==> config.mk <==
export PLATFORM = sky130hd
export DESIGN_NAME = window_serializer
export DESIGN_NICKNAME = d
export VERILOG_FILES = /design/src/rtl/median_pkg.sv /design/src/rtl/line_buffer.sv /design/src/rtl/window_serializer.sv
export SDC_FILE = /design/constraint.sdc
export NUM_CORES = 1
export LEC_CHECK = 0
export BUFFER_PORTS_ARGS = -buffer_cell sky130_fd_sc_hd__buf_2
export CORE_MARGIN = 1.5
export CORE_UTILIZATION = 45
export CTS_CLUSTER_DIAMETER = 150
export CTS_CLUSTER_SIZE = 8
export DETAILED_ROUTE_END_ITERATION = 16
export PLACE_DENSITY = 0.69
export SETUP_SLACK_MARGIN = 0.4
export SKIP_CTS_REPAIR_TIMING = 1
export SYNTH_ARGS = -nofsm -noshare
export SYNTH_HDL_FRONTEND = slang
export SYNTH_HIERARCHICAL = 1
export SYNTH_SLANG_ARGS = --single-unit
==> constraint.sdc <==
create_clock -name CLK -period 9.7 [get_ports CLK]
set_input_delay 0 -clock CLK [delete_from_list [all_inputs] [get_ports CLK]]
set_output_delay 0 -clock CLK [all_outputs]
set_load 0.05 [all_outputs]
==> src/rtl/median_pkg.sv <==
// Shared constants and FSM state type for the window serializer feeding the
// 3x3 median stage.
package median_pkg;

    localparam int unsigned DEF_WIDTH = 8;
    localparam int unsigned DEF_IMG_W = 16;
    localparam int unsigned DEF_IMG_H = 16;
    localparam int unsigned SLOTS     = 9;

    typedef enum logic [1:0] {
        IDLE = 2'd0,
        SEND = 2'd1,
        WAIT = 2'd2
    } state_t;

endpackage

==> src/rtl/line_buffer.sv <==
// Single write / single read line memory with a registered read port.
module line_buffer #(
    parameter int unsigned WIDTH = 8,
    parameter int unsigned DEPTH = 16
) (
    input  logic                     CLK,
    input  logic                     i_we,
    input  logic [$clog2(DEPTH)-1:0] i_waddr,
    input  logic [WIDTH-1:0]         i_wdata,
    input  logic [$clog2(DEPTH)-1:0] i_raddr,
    output logic [WIDTH-1:0]         o_rdata
);

    logic [WIDTH-1:0] r_mem [DEPTH];
    logic [WIDTH-1:0] r_rdata;

    always_ff @(posedge CLK) begin
        if (i_we)
            r_mem[i_waddr] <= i_wdata;
        r_rdata <= r_mem[i_raddr];
    end

    assign o_rdata = r_rdata;

endmodule

==> src/rtl/window_serializer.sv <==
// Buffers two image lines and emits every interior 3x3 neighbourhood as nine
// strobed pixels for the median stage, paced by the median's DONE pulse.
module window_serializer
    import median_pkg::*;
#(
    parameter int unsigned WIDTH = DEF_WIDTH,
    parameter int unsigned IMG_W = DEF_IMG_W,
    parameter int unsigned IMG_H = DEF_IMG_H
) (
    input  logic             CLK,
    input  logic             nRST,
    input  logic [WIDTH-1:0] DI,
    input  logic             DVALID,
    input  logic             SOF,
    output logic             DREADY,
    output logic [WIDTH-1:0] DO,
    output logic             DSO,
    input  logic             DONE
);

    localparam int unsigned CW = $clog2(IMG_W);
    localparam int unsigned RW = $clog2(IMG_H);
    localparam logic [CW-1:0] COL_LAST  = CW'(IMG_W - 1);
    localparam logic [RW-1:0] ROW_LAST  = RW'(IMG_H - 1);
    localparam logic [3:0]    SLOT_LAST = 4'(SLOTS - 1);

    state_t r_state, w_state_next;

    logic [RW-1:0] r_row, w_row, w_row_next;
    logic [CW-1:0] r_col, w_col, w_col_next, w_raddr;
    logic          w_acc, w_complete;

    logic [2*WIDTH-1:0] w_lb_rdata;
    logic [2:0][2:0][WIDTH-1:0] r_win, w_win;
    logic [SLOTS-1:0][WIDTH-1:0] r_buf, w_buf;
    logic [3:0]       r_slot;
    logic [WIDTH-1:0] r_do;
    logic             r_dso;

    assign w_row      = SOF ? '0 : r_row;
    assign w_col      = SOF ? '0 : r_col;
    assign w_col_next = (w_col == COL_LAST) ? '0 : w_col + CW'(1);
    assign w_row_next = (w_col != COL_LAST) ? w_row :
                        (w_row == ROW_LAST) ? '0 : w_row + RW'(1);
    assign w_complete = (w_row >= RW'(2)) && (w_col >= CW'(2));
    assign w_acc      = DVALID && DREADY;

    // Read address runs one column ahead so the registered read already holds
    // the column of the next pixel when it is accepted.
    assign w_raddr = !nRST ? '0 : (w_acc ? w_col_next : r_col);

    // Upper half holds row r-1, lower half row r-2.
    line_buffer #(
        .WIDTH(2 * WIDTH),
        .DEPTH(IMG_W)
    ) u_lines (
        .CLK    (CLK),
        .i_we   (w_acc),
        .i_waddr(w_col),
        .i_wdata({DI, w_lb_rdata[2*WIDTH-1:WIDTH]}),
        .i_raddr(w_raddr),
        .o_rdata(w_lb_rdata)
    );

    always_comb begin
        w_win = r_win;
        for (int unsigned i = 0; i < 3; i++) begin
            w_win[i][0] = r_win[i][1];
            w_win[i][1] = r_win[i][2];
        end
        w_win[0][2] = w_lb_rdata[WIDTH-1:0];
        w_win[1][2] = w_lb_rdata[2*WIDTH-1:WIDTH];
        w_win[2][2] = DI;
    end

    always_comb begin
        w_buf = '0;
        for (int unsigned k = 0; k < SLOTS; k++)
            w_buf[k] = w_win[k / 3][k % 3];
    end

    always_comb begin
        DREADY = 1'b1;
        unique case (r_state)
            SEND:    DREADY = 1'b0;
            WAIT:    DREADY = w_complete ? DONE : 1'b1;
            default: DREADY = 1'b1;
        endcase
    end

    always_comb begin
        w_state_next = r_state;
        unique case (r_state)
            IDLE: if (w_acc && w_complete) w_state_next = SEND;
            SEND: if (r_slot == SLOT_LAST) w_state_next = WAIT;
            WAIT: begin
                if (w_acc && w_complete)
                    w_state_next = SEND;
                else if (DONE)
                    w_state_next = IDLE;
            end
            default: w_state_next = IDLE;
        endcase
    end

    always_ff @(posedge CLK) begin
        if (!nRST)
            r_state <= IDLE;
        else
            r_state <= w_state_next;
    end

    always_ff @(posedge CLK) begin
        if (w_acc)
            r_win <= w_win;
        if (r_state != SEND && w_acc && w_complete)
            r_buf <= w_buf;
    end

    always_ff @(posedge CLK) begin
        if (!nRST) begin
            r_row  <= '0;
            r_col  <= '0;
            r_slot <= '0;
            r_do   <= '0;
            r_dso  <= 1'b0;
        end else begin
            if (w_acc) begin
                r_row <= w_row_next;
                r_col <= w_col_next;
            end
            if (r_state != SEND) begin
                if (w_acc && w_complete) begin
                    r_do   <= w_win[0][0];
                    r_dso  <= 1'b1;
                    r_slot <= '0;
                end
            end else if (r_slot == SLOT_LAST) begin
                r_dso <= 1'b0;
            end else begin
                r_slot <= r_slot + 4'd1;
                r_do   <= r_buf[r_slot + 4'd1];
            end
        end
    end

    assign DO  = r_do;
    assign DSO = r_dso;

endmodule

# Word-level counts from Yosys, hierarchy flattened
# Memory sizes are Yosys's and may differ from the RTL's. A register that Yosys moved wholly into a read port is not among the register bits.
# Cells that the tools add are included.
dict set report op_classes {
  n_eq_ne 12
  n_div 0
  n_reduce_logical 10
  add_sub_neg 3
  shift 0
  multipliers 0
  n_lt_le_gt_ge 3
  n_bitwise 0
  n_mux 27
}
# op n
set op_table {}
lappend op_table {{$mux W4} 10}
lappend op_table {{$bmux W8 S4} 1}
lappend op_table {{$mux W8} 4}
lappend op_table {{$add A4 B1 Y4 const B} 3}
lappend op_table {{$eq A4 B4 Y1 const B} 3}
lappend op_table {{$ge A4 B2 Y1 const B} 2}
lappend op_table {{$mux W2} 4}
lappend op_table {{$mux W1} 6}
lappend op_table {{$ne A2 B2 Y1 const B} 3}
lappend op_table {{$pmux W2 S3} 1}
lappend op_table {{$logic_and A1 B1 Y1} 5}
lappend op_table {{$lt A4 B5 Y1 const B} 1}
lappend op_table {{$ne A2 B1 Y1 const B} 2}
lappend op_table {{$ne A4 B4 Y1 const B} 1}
lappend op_table {{$reduce_and A2 Y1} 2}
lappend op_table {{$ne A3 B3 Y1 const B} 1}
lappend op_table {{$reduce_and A3 Y1} 1}
lappend op_table {{$eq A2 B1 Y1 const B} 1}
lappend op_table {{$eq A2 B2 Y1 const B} 1}
lappend op_table {{$logic_not A2 Y1} 1}
lappend op_table {{$pmux W1 S2} 1}
lappend op_table {{$reduce_bool A2 Y1} 1}
dict set report totals {
  mem_bits_rw 256
  latchBits 0
  memories 1
  output_inout_bits 10
  romBits 0
  word_cells 77
  reg_bits 143
}
# name words width read_ports rd_ports_with_merged_regs write_ports line_no
set memory_table {}
lappend memory_table {u_lines.r_mem 16 16 1 1 1 line_buffer.sv:14} ;# logic [WIDTH-1:0] r_mem [DEPTH];

# Longest topological paths before layout
# Gate-level depths: netlist of run 1.
dict set report depth {
  word_depth 9
  mapped_depth 14
}

# Hierarchy
# The synthesis of run 1 kept the hierarchy.
# mod n_inst cells_each seq_area_each_um2 area_per_inst_um2
set by_module_without_submodules {}
lappend by_module_without_submodules {line_buffer 1 432 8007.7 10043.4}
lappend by_module_without_submodules {window_serializer 1 335 4063.9 5549.1}

# Worst setup path before layout of run 1
# OpenSTA, ideal clock, no wires.
dict set report synth_path {
  path_kind {register to register}
  start {register r_col[1]}
  end {memory u_lines/r_mem[0][0] (netlist bit), enable pin}
  path_slack_ps 5074
  t_arrival_ps 4217
  required_ps 9291
  stages_incl_launch_ff 10
  setup_ps 409
  cell_sequence {dfxtp_1 -> nor2b_1 -> ha_1 -> nor4_2 -> a211oi_2 -> a211o_1 -> buf_4 -> inv_1 -> or3b_2 -> nor3_1}
}
dict set report synth_via {
  elab_chain_cells 8
}
# element line_no
set synth_lines {}
lappend synth_lines {{start: declaration} window_serializer.sv:30} ;# logic [CW-1:0] r_col, w_col, w_col_next, w_raddr;
lappend synth_lines {{start signal: assignment} window_serializer.sv:130} ;# r_col <= w_col_next;
lappend synth_lines {{$mux W4} window_serializer.sv:41} ;# assign w_col = SOF ? '0 : r_col;
lappend synth_lines {{named net w_col[1]} window_serializer.sv:30}
lappend synth_lines {{$ge A4 B2 Y1} window_serializer.sv:45} ;# assign w_complete = (w_row >= RW'(2)) && (w_col >= CW'(2));
lappend synth_lines {{$logic_and A1 B1 Y1} window_serializer.sv:45}
lappend synth_lines {{$mux W1} window_serializer.sv:86} ;# WAIT: DREADY = w_complete ? DONE : 1'b1;
lappend synth_lines {{$pmux W1 S2} window_serializer.sv:84} ;# unique case (r_state)
lappend synth_lines {{$logic_and A1 B1 Y1} window_serializer.sv:46} ;# assign w_acc = DVALID && DREADY;
lappend synth_lines {{named net w_acc} window_serializer.sv:31} ;# logic w_acc, w_complete;
lappend synth_lines {{$mux W1} line_buffer.sv:18} ;# if (i_we)
lappend synth_lines {{$mux W1 (implied by the code)} line_buffer.sv:19} ;# r_mem[i_waddr] <= i_wdata;
lappend synth_lines {{end: declaration} line_buffer.sv:14}
# The timed path passes the listed nets, and every way through them passes these cells.

# Worst setup path in the final report of run 1
dict set report layout_path {
  start {register r_col[1]}
  end {register u_lines.r_rdata[9], in the netlist u_lines/o_rdata[9], read port of u_lines.r_mem}
}
dict set report layout_via {
  elab_chain_cells 8
  elab_cells_between_ends 11
  cone_classes {add/sub (1); order compare (1); eq/ne (1); mux (6); reduce/logical (2)}
}
# element line_no
set layout_lines {}
lappend layout_lines {{$mux W4 *} window_serializer.sv:41}
lappend layout_lines {{named net w_col[1]} window_serializer.sv:30}
lappend layout_lines {{$ge A4 B2 Y1} window_serializer.sv:45}
lappend layout_lines {{$logic_and A1 B1 Y1} window_serializer.sv:45}
lappend layout_lines {{$mux W1} window_serializer.sv:86}
lappend layout_lines {{$pmux W1 S2} window_serializer.sv:84}
lappend layout_lines {{$logic_and A1 B1 Y1} window_serializer.sv:46}
lappend layout_lines {{$mux W4 *} window_serializer.sv:50} ;# assign w_raddr = !nRST ? '0 : (w_acc ? w_col_next : r_col);
lappend layout_lines {{$mux W4 *} -}
lappend layout_lines {{named net w_raddr[0]} window_serializer.sv:30}
lappend layout_lines {{end: declaration} line_buffer.sv:15} ;# logic [WIDTH-1:0] r_rdata;
# The timed path passes the listed nets; every way through them passes the cells marked *.
# A chain may end at the register's enable or synchronous reset.

==> flow_metrics.env, run 1 <==
export IMPL_ys_warn_count=6
export IMPL_clk_pin_slew_worst_paths_ns=0.05
export IMPL_drive_gt1_frac=0.229
export IMPL_port_buffers=22
export IMPL_end_kind="flip-flop"
export IMPL_outcome="completed"
export IMPL_synth_edff_count=376
export IMPL_grt_pass1_wl_um=46600
export IMPL_drtPass1Iterations=5
export IMPL_power_density_nw_per_um2=221
export IMPL_globalplace_congestion=0.772
export IMPL_rows=67
export IMPL_max_freq_mhz=177
export IMPL_slew_violations=0
export IMPL_r2r_worst_path_cells=11
export IMPL_cts_tree="done"
export IMPL_grt_max_degree=82
export IMPL_netlist_area_um2=15600
export IMPL_syn2layout_area_growth_pct=15.9
export IMPL_min_path_cells=5
export IMPL_seq_area_frac_synth=0.774
export IMPL_fp_coreArea_um2=33800
export IMPL_syn_area_per_cell_um2=20.3
export IMPL_worstPathArrival_ns=6.08
export IMPL_dp_hpwl_um=16400
export IMPL_vias_per_cell=5.74
export IMPL_cts_max_level=2
export IMPL_tns_ns=0
export IMPL_fp_dieW_um=189
export IMPL_drtIter0Drc=831
export IMPL_clock_skew_ns=0.0252
export IMPL_clockBufferDepth=3
export IMPL_dr_total_vias=7666
export IMPL_dpl_worst_slack_ns=4.01
export IMPL_crit_slowest_cell="buf_4"
export IMPL_ios=23
export IMPL_synth_seq_cells=415
export IMPL_crit_path_start_kind="flip-flop"
export IMPL_cpMostUsedCell="nand2_1"
export IMPL_ir_drop_v=0.000175
export IMPL_synth_top_area_cell="edfxtp_1"
export IMPL_hold_path_class="input port to flip-flop"
export IMPL_max_slew_margin=0.219
export IMPL_ant_nets=0
export IMPL_clk_insertion_delay_late_ns=0.56
export IMPL_wl_um=30900
export IMPL_synthArstFlopShare=0
export IMPL_slowest_delay_ns=0.82
export IMPL_layout_setup_ws_ns=4.07
export IMPL_syn_num_nets=786
export IMPL_root_buffer="clkbuf_16"
export IMPL_routedWlPerCell_um=23.2
export IMPL_antenna_found_initial=0
export IMPL_synthCells=767
export IMPL_fin_crit_ns=5.63
export IMPL_cts_buffers=57
export IMPL_p_leak_nw=5.81
export IMPL_grt_util_all_layers=0.175
export IMPL_grt_overflow=0
export IMPL_synth_area_leaders="edfxtp_1 (72%), mux4_2 (10%), dfxtp_1 (5.0%), a22oi_1 (1.9%), mux4_1 (1.7%)"
export IMPL_finalCritPeriodShare=0.581
export IMPL_r2r_start="r_col[1]"
export IMPL_fp_dieH_um=189
export IMPL_clock_sinks=415
export IMPL_drc=0
export IMPL_cp_required_ns=10.14
export IMPL_reg2reg_to="u_lines/o_rdata[9]"
export IMPL_grt_pass1_vias=7622
export IMPL_critPathKind="flip-flop to flip-flop"
export IMPL_maxCapViolCount=0
export IMPL_path_max_fanout=43
export IMPL_start_util=0.462
export IMPL_tightest_slew_ns=1.17
export IMPL_hold_violations=0
export IMPL_finalNetCount=862
export IMPL_dieArea_um2=35800
export IMPL_r2r_slack_ns=4.07
export IMPL_startpoint="r_col[1]"
export IMPL_final_area_um2=18100
export IMPL_synth_ff_type="edfxtp_1"
export IMPL_ys_types=49
export IMPL_crit_end="u_lines/o_rdata[9]"
export IMPL_crit_path_cell_trace="nor2b_1, ha_1, nand2_1, a211oi_2, a211o_1, mux2i_1, nor2_4, buf_4, mux4_1, a22oi_1, nand2_1"
export IMPL_setup_violations=0
export IMPL_synth_top_area_frac=0.724
export IMPL_rsz0062_at_grt="no"
export IMPL_placed_area_um2=16300
## critical path, delay by kind of cell, from the launching register on
| kind | cells | cell delay (ns) |
|---|---|---|
| fa+ha+maj | 1 | 0.32 |
| buf+inv | 1 | 0.82 |
| simple gates | 4 | 1.59 |
| mux | 2 | 0.83 |
| compound gates | 3 | 1.56 |
| flops | 1 | 0.39 |
## state kept, by name, indices dropped and copies added (netlist names)
| name | cells |
|---|---|
| r_state | 2 |
| DO | 8 |
| r_win | 48 |
| r_col | 4 |
| u_lines/r_mem | 256 |
| r_slot | 4 |
| r_buf | 72 |
| DSO | 1 |
| u_lines/o_rdata | 16 |
| r_row | 4 |
## cell usage in the layout (no fill, tap or decap), types with 3 or more instances in the layout
cell	instances
a211oi_1	26
nand2b_1	5
nand3_1	5
clkbuf_16	58
buf_2	22
dlygate4sd3_1	12
o211ai_1	3
o21ai_0	13
mux4_1	10
a21oi_1	21
buf_4	22
inv_1	10
nand2_1	27
ha_1	6
dfxtp_1	39
mux4_2	70
nor2_2	10
nor3_2	5
nor2b_1	8
nand3b_1	3
edfxtp_1	376
nor2_1	16
a22oi_1	40
clkbuf_1	43
## report_power, final
group          total (mW)  internal (mW)  switching [mW]
clock                1.79           1.11           0.685
sequential           2.05           2.02          0.0370
combinational       0.139         0.0615          0.0780
total                3.99           3.19           0.800
## kinds of logic after synthesis
kind of cell | after synthesis | synth area share
DFF | 415 | 0.774
AOI/OAI and AO/OA | 117 | 0.0539
and+or+nand+nor | 94 | 0.0306
muxes | 82 | 0.119
buffers and inverters | 51 | 0.0161
adders and majority gates | 6 | 0.00481
xor gates and xnor gates | 2 | 0.00112
## routing by layer
metal | global-route usage | part of all wire | vias to the layer above
li1 | - | - | 3348
met1 | 0.256 | 0.45 | 4010
met2 | 0.274 | 0.48 | 271
met3 | 0.0298 | 0.063 | 37
met4 | 0.0455 | 0.015 | 0
met5 | 0 | 0 | -
## synth_stat cells (3+ instances only)
master    count
nor2b_1       8
nor3_1        5
nand3_1       5
nor2_1       27
nand2_1      27
a211oi_1     27
mux4_2       70
clkbuf_1     16
edfxtp_1    376
dfxtp_1      39
o21ai_0      13
buf_2        12
buf_4         4
inv_1        11
ha_1          6
mux4_1       10
a22oi_1      40
nand3b_1      3
buf_1         3
a21oi_1      21
nand2b_1      5
o211ai_1      3
buf_6         4
## metrics by stage
step	cells	utilization	power [mW]	hold WS, ns
floorplan	767	-	2.17	0.0989
global placement	1220	0.482	2.22	0.341
detailed placement	1220	0.482	2.22	0.347
CTS	1323	0.531	4.02	-0.220
global route	1335	0.535	4.12	0.102
finish	1336	0.535	3.99	0.0752
## how the worst min path moves through the flow
stage,start,to,slack (ns)
2_1_floorplan,DI[0],r_buf[64],0.1
3_3_place_gp,nRST,r_state[1],0.34
3_5_place_dp,nRST,r_state[1],0.35
4_1_cts,nRST,r_state[1],-0.22
5_1_grt,DVALID,r_state[0],0.10
6_report,DVALID,r_state[0],0.08
## area by class of cell
| cell class | count | area, µm² |
|---|---|---|
| Fill cell | 2599 | 15700 |
| Sequential cell | 415 | 12100 |
| Multi-Input combinational cell | 301 | 3340 |
| Clock buffer | 101 | 1610 |
| Tap cell | 448 | 561 |
| Timing Repair Buffer | 56 | 395 |
| Inverter | 12 | 45.0 |
| Clock inverter | 2 | 38.8 |
| Antenna cell | 1 | 2.50 |
(Power assumes the default switching activity.)
==> run 2: changes to the inputs <==
==> constraint.sdc (replaced) <==
create_clock -name CLK -period 5.6 [get_ports CLK]
set_input_delay 0 -clock CLK [delete_from_list [all_inputs] [get_ports CLK]]
set_output_delay 0 -clock CLK [all_outputs]
set_load 0.05 [all_outputs]
==> flow_metrics.env, run 2 (synthesis gave the netlist of run 1 again) <==
export IMPL_drive_gt1_frac=0.234
export IMPL_tightest_slew_ns=1.05
export IMPL_slowest_delay_ns=0.82
export IMPL_dr_total_vias=7723
export IMPL_dp_hpwl_um=17100
export IMPL_finalPower_mw=6.92
export IMPL_reg_largest_list="u_lines/r_mem (256), r_buf (72), r_win (48)"
export IMPL_crit_path_start_kind="flip-flop"
export IMPL_antenna_found_initial=0
export IMPL_root_buffer="clkbuf_16"
export IMPL_max_freq_mhz=226
export IMPL_grt_util_all_layers=0.178
export IMPL_fin_crit_ns=4.43
export IMPL_clockBufferDepth=3
export IMPL_wl_um=31100
export IMPL_fill_cells=2580
export IMPL_fp_dieW_um=189
export IMPL_grt_pass1_wl_um=47300
export IMPL_grt_pass1_vias=7659
export IMPL_power_density_nw_per_um2=381
export IMPL_rows=67
export IMPL_finalNetCount=869
export IMPL_rsz0062_at_grt="no"
export IMPL_fp_dieH_um=189
export IMPL_worstPathArrival_ns=4.86
export IMPL_finalCritPeriodShare=0.790
export IMPL_globalplace_congestion=0.756
export IMPL_cpLargestDelayFamily="compound AO/OA/AOI/OAI gates"
export IMPL_drtIter0Drc=748
export IMPL_largest_register_ffs=256
export IMPL_hold_path_class="input port to flip-flop"
export IMPL_maxCapViolCount=0
export IMPL_cts_tree="done"
export IMPL_regArea_um2=12100
export IMPL_grt_max_degree=82
export IMPL_cp_required_ns=6.04
export IMPL_p_leak_nw=5.86
export IMPL_largest_register="u_lines/r_mem"
export IMPL_fp_coreArea_um2=33800
export IMPL_diodes=0
export IMPL_drtPass1Iterations=5
export IMPL_hold_violations=0
export IMPL_clock_sinks=415
export IMPL_ant_nets=0
export IMPL_outcome="completed"
export IMPL_hold_ws_ns=0.0378
export IMPL_syn2layout_area_growth_pct=16.5
export IMPL_final_common_cell="edfxtp_1"
export IMPL_path_max_fanout=13
export IMPL_max_slew_margin=0.301
export IMPL_ios=23
export IMPL_clock_skew_ns=0.0323
export IMPL_dieArea_um2=35800
export IMPL_clk_pin_slew_worst_paths_ns=0.05
export IMPL_critPathKind="flip-flop to flip-flop"
export IMPL_grt_overflow=0
export IMPL_setup_violations=0
export IMPL_cp_num_buf_inv=3
export IMPL_crit_path_cell_trace="nor2b_1, ha_1, nand2_1, a211oi_2, buf_4, a211o_1, inv_2, a211oi_4, buf_4, mux4_1, a22oi_1, nand2_1"
export IMPL_clk_insertion_delay_late_ns=0.58
export IMPL_vias_per_cell=5.76
export IMPL_tns_ns=0
export IMPL_routedWlPerCell_um=23.2
export IMPL_port_buffers=22
export IMPL_crit_slowest_cell="a211oi_4"
export IMPL_start_util=0.462
export IMPL_slew_violations=0
export IMPL_cts_buffers=57
export IMPL_layout_common_cells="edfxtp_1 (376), mux4_2 (70), clkbuf_16 (57)"
export IMPL_multi_input_area_um2=3340
export IMPL_drc=0
export IMPL_end_kind="flip-flop"
export IMPL_cts_max_level=2
export IMPL_ir_drop_v=0.000265
## run 2: changes by cell type in the layout (fill, tap and decap cells not counted)
| cell | before | now |
|---|---|---|
| buf_12 | 0 | 5 |
| buf_4 | 22 | 24 |
| clkbuf_1 | 43 | 41 |
| clkbuf_16 | 58 | 57 |
| diode_2 | 1 | 0 |
| inv_16 | 0 | 1 |
| nor2_1 | 16 | 17 |
| nor2_2 | 10 | 9 |
## run 2: metrics by stage
| stage | utilization | worst slack [ns] | instances | instance area [µm²] |
|---|---|---|---|---|
| final | 0.538 | 1.17 | 1340 | 18200 |
| after floorplan | - | 0.974 | 767 | 15600 |
| after global placement | 0.486 | 1.30 | 1227 | 16400 |
| after CTS | 0.534 | 1.17 | 1328 | 18000 |
| after detailed placement | 0.486 | 1.15 | 1227 | 16400 |
| after global routing | 0.538 | 0.890 | 1340 | 18200 |
## run 2: worst reg2reg max path, stage by stage, from the launching register on
cell and delay [ns]:
dfxtp_1 0.40, nor2b_1 0.68, ha_1 0.35, nand2_1 0.09
a211oi_2 0.21, buf_4 0.22, a211o_1 0.45, inv_2 0.10
a211oi_4 0.82, buf_4 0.37, mux4_1 0.32, a22oi_1 0.23
nand2_1 0.07
## run 2: metal layers
layer	part of all wire	track usage	up-vias
met3	0.056	0.0335	38
met4	0.014	0.0491	0
met1	0.45	0.260	4091
li1	-	-	3342
met5	0	0	-
met2	0.48	0.275	252
## run 2: report_power, final
part           internal (mW)  total (mW)  switching (mW)
sequential              3.49        3.55          0.0604
clock                   1.90        3.11            1.22
combinational          0.117       0.257           0.141
## run 2: path summary, 6_finish.rpt
path / startpoint / endpoint / slack, ns / depth (start not counted)
setup / recovery: r_col[1] / u_lines/o_rdata[1] / 1.17 / 12
hold / removal: DVALID / r_state[0] / 0.04 / 5
setup reg to reg: r_col[1] / u_lines/o_rdata[1] / 1.17 / 12
hold reg to reg: r_win[36] / r_buf[28] / 0.41 / 0
## run 2: final cells by class
class                           instances  share of cell area
Sequential cell                       415               0.665
Multi-Input combinational cell        301               0.184
Clock buffer                           98              0.0870
Tap cell                              448              0.0309
Timing Repair Buffer                   63              0.0281
Clock inverter                          3             0.00324
Inverter                               12             0.00248
